--- src/rtl/sram_arbiter_pkg.sv ---
// sram_arbiter_pkg: shared definitions for the SRAM arbiter.
//   arb_state_t - arbiter FSM state encoding (ARB / LOCK1 / COOL)
package sram_arbiter_pkg;

  typedef enum logic [1:0] {
    ARB   = 2'd0,
    LOCK1 = 2'd1,
    COOL  = 2'd2
  } arb_state_t;

endpackage : sram_arbiter_pkg

--- src/rtl/sram_arbiter.sv ---
// sram_arbiter: shares one single-port, 1-cycle-read-latency SRAM between
// a read-only display fetch port (port 0, fixed priority) and a read/write
// logic port (port 1, starvation guard plus optional bounded burst lock).
//
// Ports:
//   clk, reset_n                 clock, asynchronous active-low reset
//   req0/addr0 -> gnt0, rvalid0  port-0 read request, grant, read valid
//   req1/we1/lock1/addr1/wdata1  port-1 request, write, lock, address, data
//   gnt1, rvalid1                port-1 grant, read valid (reads only)
//   rdata                        shared read data (direct from sram_rdata)
//   sram_en/we/addr/wdata        SRAM control/address/write data
//   sram_rdata                   SRAM read data
module sram_arbiter
  import sram_arbiter_pkg::*;
#(
  parameter int DATA_WIDTH = 8,
  parameter int ADDR_WIDTH = 9,
  parameter int MAX_WAIT   = 4,
  parameter int LOCK_MAX   = 16
) (
  input  logic                  clk,
  input  logic                  reset_n,
  input  logic                  req0,
  input  logic [ADDR_WIDTH-1:0] addr0,
  output logic                  gnt0,
  output logic                  rvalid0,
  input  logic                  req1,
  input  logic                  we1,
  input  logic                  lock1,
  input  logic [ADDR_WIDTH-1:0] addr1,
  input  logic [DATA_WIDTH-1:0] wdata1,
  output logic                  gnt1,
  output logic                  rvalid1,
  output logic [DATA_WIDTH-1:0] rdata,
  output logic                  sram_en,
  output logic                  sram_we,
  output logic [ADDR_WIDTH-1:0] sram_addr,
  output logic [DATA_WIDTH-1:0] sram_wdata,
  input  logic [DATA_WIDTH-1:0] sram_rdata
);

  localparam int WW = $clog2(MAX_WAIT + 1);
  localparam int LW = $clog2(LOCK_MAX + 1);
  localparam logic [WW-1:0] WAIT_TOP = WW'(MAX_WAIT);
  localparam logic [LW-1:0] LOCK_TOP = LW'(LOCK_MAX - 1);

  arb_state_t    state;
  logic [WW-1:0] wait_cnt;
  logic [LW-1:0] lock_cnt;

  logic starve;
  logic locked;
  logic arb_gnt0;
  logic arb_gnt1;

  always_comb begin
    starve   = req1 && (wait_cnt == WAIT_TOP);
    arb_gnt1 = req1 && (starve || !req0);
    arb_gnt0 = req0 && !starve;
    // In LOCK1 port 1 owns the SRAM only while it keeps both req1 and lock1
    // high; otherwise the cycle falls back to the normal arbitration rules.
    locked   = (state == LOCK1) && req1 && lock1;
    // reset_n gates the grants so the SRAM sees nothing while in reset.
    gnt1     = reset_n && (locked || arb_gnt1);
    gnt0     = reset_n && !locked && arb_gnt0;
  end

  always_comb begin
    sram_en    = gnt0 | gnt1;
    sram_we    = gnt1 & we1;
    sram_addr  = gnt0 ? addr0 : (gnt1 ? addr1 : '0);
    sram_wdata = gnt1 ? wdata1 : '0;
    rdata      = sram_rdata;
  end

  always_ff @(posedge clk or negedge reset_n) begin
    if (!reset_n) begin
      state    <= ARB;
      wait_cnt <= '0;
      lock_cnt <= '0;
      rvalid0  <= 1'b0;
      rvalid1  <= 1'b0;
    end else begin
      rvalid0 <= gnt0;
      rvalid1 <= gnt1 && !we1;

      // Port 1 is never denied while locked, so the count only advances
      // outside LOCK1 (a fallback cycle in LOCK1 holds it).
      if (!req1 || gnt1) begin
        wait_cnt <= '0;
      end else if ((state != LOCK1) && (wait_cnt != WAIT_TOP)) begin
        wait_cnt <= wait_cnt + WW'(1);
      end

      unique case (state)
        ARB: begin
          if (gnt1 && lock1) begin
            state    <= LOCK1;
            lock_cnt <= LW'(1);
          end
        end
        LOCK1: begin
          if (locked) begin
            lock_cnt <= lock_cnt + LW'(1);
            if (lock_cnt == LOCK_TOP) begin
              state <= COOL;
            end
          end else begin
            state <= ARB;
          end
        end
        COOL: begin
          state <= ARB;
        end
        default: begin
          state <= ARB;
        end
      endcase
    end
  end

endmodule : sram_arbiter
--- config.mk ---
export PLATFORM = sky130hd
export DESIGN_NAME = sram_arbiter
export DESIGN_NICKNAME = d
export VERILOG_FILES = /design/src/rtl/sram_arbiter_pkg.sv /design/src/rtl/sram_arbiter.sv
export SDC_FILE = /design/constraint.sdc
export NUM_CORES = 1
export LEC_CHECK = 0
export CAP_MARGIN = 25
export CORE_MARGIN = 2
export CORE_UTILIZATION = 30
export CTS_BUF_LIST = sky130_fd_sc_hd__clkbuf_4 sky130_fd_sc_hd__clkbuf_8
export DETAILED_ROUTE_END_ITERATION = 12
export GPL_ROUTABILITY_DRIVEN = 0
export MAX_ROUTING_LAYER = met4
export PLACE_DENSITY = 0.84
export SYNTH_ARGS = -nofsm -noshare
export SYNTH_HDL_FRONTEND = slang
export SYNTH_SLANG_ARGS = --single-unit
--- constraint.sdc ---
create_clock -name clk -period 2.9 [get_ports clk]
set_input_delay 0.435 -clock clk [delete_from_list [all_inputs] [get_ports clk]]
set_output_delay 0.435 -clock clk [all_outputs]
set_load 0.005 [all_outputs]
==> results.cfg <==
[setup_path]
cp_top_family = buffers and inverters
cp_max_fo = 24
worst_path_most_repeated_cell = clkdlybuf4s50_1
path_buf_inv = 3
endpoint_kind = output pin
cpMaxStageDelayCell = clkdlybuf4s50_1
startpoint_type = input pin
cp_data_required_time_ns = 2.47
critical_path_class = input pin to output pin
crit_chain = clkdlybuf4s50_1 > and4b_1 > a21oi_1 > nor2b_1 > buf_4 > a22o_2 > clkdlybuf4s50_1
cpPeakStageDelay_ns = 0.51
worstPathArrival_ns = 2.37

[floorplanning]
die_w_um = 58.9
io_pins = 71
die_area_sq_um = 3470
core_sq_um = 2810
chipHeight_um = 58.9
row_count = 19
start_util_pct = 32.2

[sta]
rsz0062_at_grt = no
worst_pin_slew_ns = 0.309
max_freq_mhz = 356
hold_viol = 0
period_share_pct = 96.9
setup_viol = 0
slew_headroom_pct = 79.3
finalWorstPathRequiredPeriod_ns = 2.81
finClkSkew_ns = 0.00277
tns_ns = 0
maxSlewViolCount = 0

[power]
power_density_nw_per_um2 = 340
peakVddDrop_uv = 127
leakagePower_nw = 0.613

[clock_network]
clk_path_buf_depth = 2
insertion_delay_ns = 0.28
clk_pin_slew_ns = 0.08
post-cts-setup-buffers = 0
cts_root_buf = clkbuf_4
clock_sinks = 12
ctsResizeCount = 0
cts_tree = built
hold_buffers = 0
htree_levels = 1
numCtsBuffers = 3

[synth]
synth_cell_types = 33
netlist_area_sq_um = 905
synth-seq-cells = 12
synth-simple-area-share_pct = 21.2
synth.net_count = 136
synth-edff-count = 0
synthXorXnorAreaFrac_pct = 0.968
synth_compound_area_share_pct = 22.7
synth_ff_type = dfrtp_1
async_flop_share_pct = 100
synth_adder_area_share_pct = 5.53
netlist_instances = 92
synth.area.mux_share_pct = 2.35
syn_avg_cell_area_sq_um = 9.83
synth_top_family_by_area = compound AO/OA/AOI/OAI gates
ys_warn_count = 0
yosysSeqAreaShare_pct = 33.2

[status]
violations = DRC
status = finished with violations

[run]
maxCapViolations = 0

[layout]
num_antenna_cells = 0
fin_area_sq_um = 1470
fillCellCount = 253
final_nets = 188
area_growth_pct = 62.2
final_layout_size_suffix_gt1_share_pct = 14.7

[global_routing]
grt_overflow = 0
antenna_found_initial = 0
grt_max_degree = 25
grt_first_pass_wirelength_um = 4020
grt_pass1_vias = 949
grt_usage_pct = 15.9

[route]
vias_per_cell = 5.02
postRouteAntennaNets = 0
first_iter_violations = 36
wire_per_inst_um = 14.4
drc = 2
wl_um = 2500
drt_pass1_iterations = 8
vias = 873

[placement]
dpl.hpwl_um = 2040
io_buffers = 54
dpl-instance-area_sq_um = 1430

[worst_hold_path]
hp-class = input pin to asynchronous set/reset pin
[Yosys cell counts (all sizes together), types with 2 or more instances]
cell | count | share of area, %
a21oi | 3 | 2.1
a22o | 9 | 9.7
and2 | 10 | 6.9
and4b | 2 | 2.2
buf | 12 | 12
dfrtp | 12 | 33
ha | 4 | 5.5
inv | 6 | 2.5
nand2 | 6 | 2.5
nor2 | 4 | 1.7
nor3b | 2 | 1.7
o21a | 2 | 1.7
o21ai | 3 | 1.7
[kinds of logic (layout without fill, tap and decap cells)]
group / after synthesis / after routing
and+or+nand+nor: 32 / 32
AOI/OAI and AO/OA: 23 / 23
buffers and inverters: 18 / 69
DFF: 12 / 12
adders and majority gates: 4 / 4
muxes: 2 / 2
xor gates and xnor gates: 1 / 1
[power breakdown]
group	total [mW]	switching, mW	leakage (nW)	internal, mW
clock network	0.135	0.0582	0.0210	0.0764
registers	0.200	0.0152	0.158	0.184
logic	0.165	0.0600	0.434	0.105
total	0.499	0.133	0.613	0.366
[final timing paths]
kind / to / startpoint / depth (start not counted) / slack, ns
max in group asynchronous: lock_cnt[1] / reset_n / 2 / 2.09
setup / recovery: sram_addr[6] / lock1 / 7 / 0.09
min in group clk: lock_cnt[4] / lock_cnt[4] / 1 / 0.52
setup reg to reg: lock_cnt[4] / state[1] / 5 / 1.20
hold reg to reg: lock_cnt[4] / lock_cnt[4] / 1 / 0.52
hold / removal: wait_cnt[1] / reset_n / 1 / 0.38
[through the flow]
| stage | total power [mW] | worst slack, ns | utilization (%) | instances | hold WS (ns) |
|---|---|---|---|---|---|
| global placement | 0.360 | 0.142 | 50.9 | 170 | 0.489 |
| floorplan | 0.278 | 0.926 | - | 92 | 0.139 |
| CTS | 0.506 | 0.0911 | 52.2 | 174 | 0.373 |
| finish | 0.499 | 0.0908 | 52.3 | 174 | 0.383 |
| detailed placement | 0.368 | 0.109 | 50.9 | 170 | 0.502 |
| global route | 0.536 | 0.00787 | 52.3 | 174 | 0.366 |
[area by class of cell]
class | instances | area [sq um] | area share, %
repair buffers | 59 | 591 | 40.2
multi-input cells | 62 | 479 | 32.7
flip-flops and latches | 12 | 300 | 20.5
well taps | 31 | 38.8 | 2.64
clock buffers | 4 | 36.3 | 2.47
inverters | 6 | 22.5 | 1.53
[state kept, by name (all words and copies together), names as in the netlist]
signal and count:
state 2, rvalid1 1, wait_cnt 3, lock_cnt 5
rvalid0 1
[cells in the final DEF, fill, tap and decap left out, types with 2 or more instances in the layout]
cell,n
a21oi_1,2
a22o_1,2
a22o_2,7
and2_1,10
and4b_1,2
buf_4,4
clkbuf_4,3
clkdlybuf4s50_1,54
dfrtp_1,12
ha_1,3
inv_1,6
nand2_1,6
nor2_1,4
nor3b_1,2
o21a_1,2
o21ai_0,3
[layer usage]
metal	vias up	global-route usage, %	wire length [um]
li1	418	-	-
met1	398	15.8	936
met2	50	28.4	1340
met3	7	4.84	178
met4	0	7.14	42
met5	-	-	0
No activity file was read; power rests on OpenSTA's default activity.
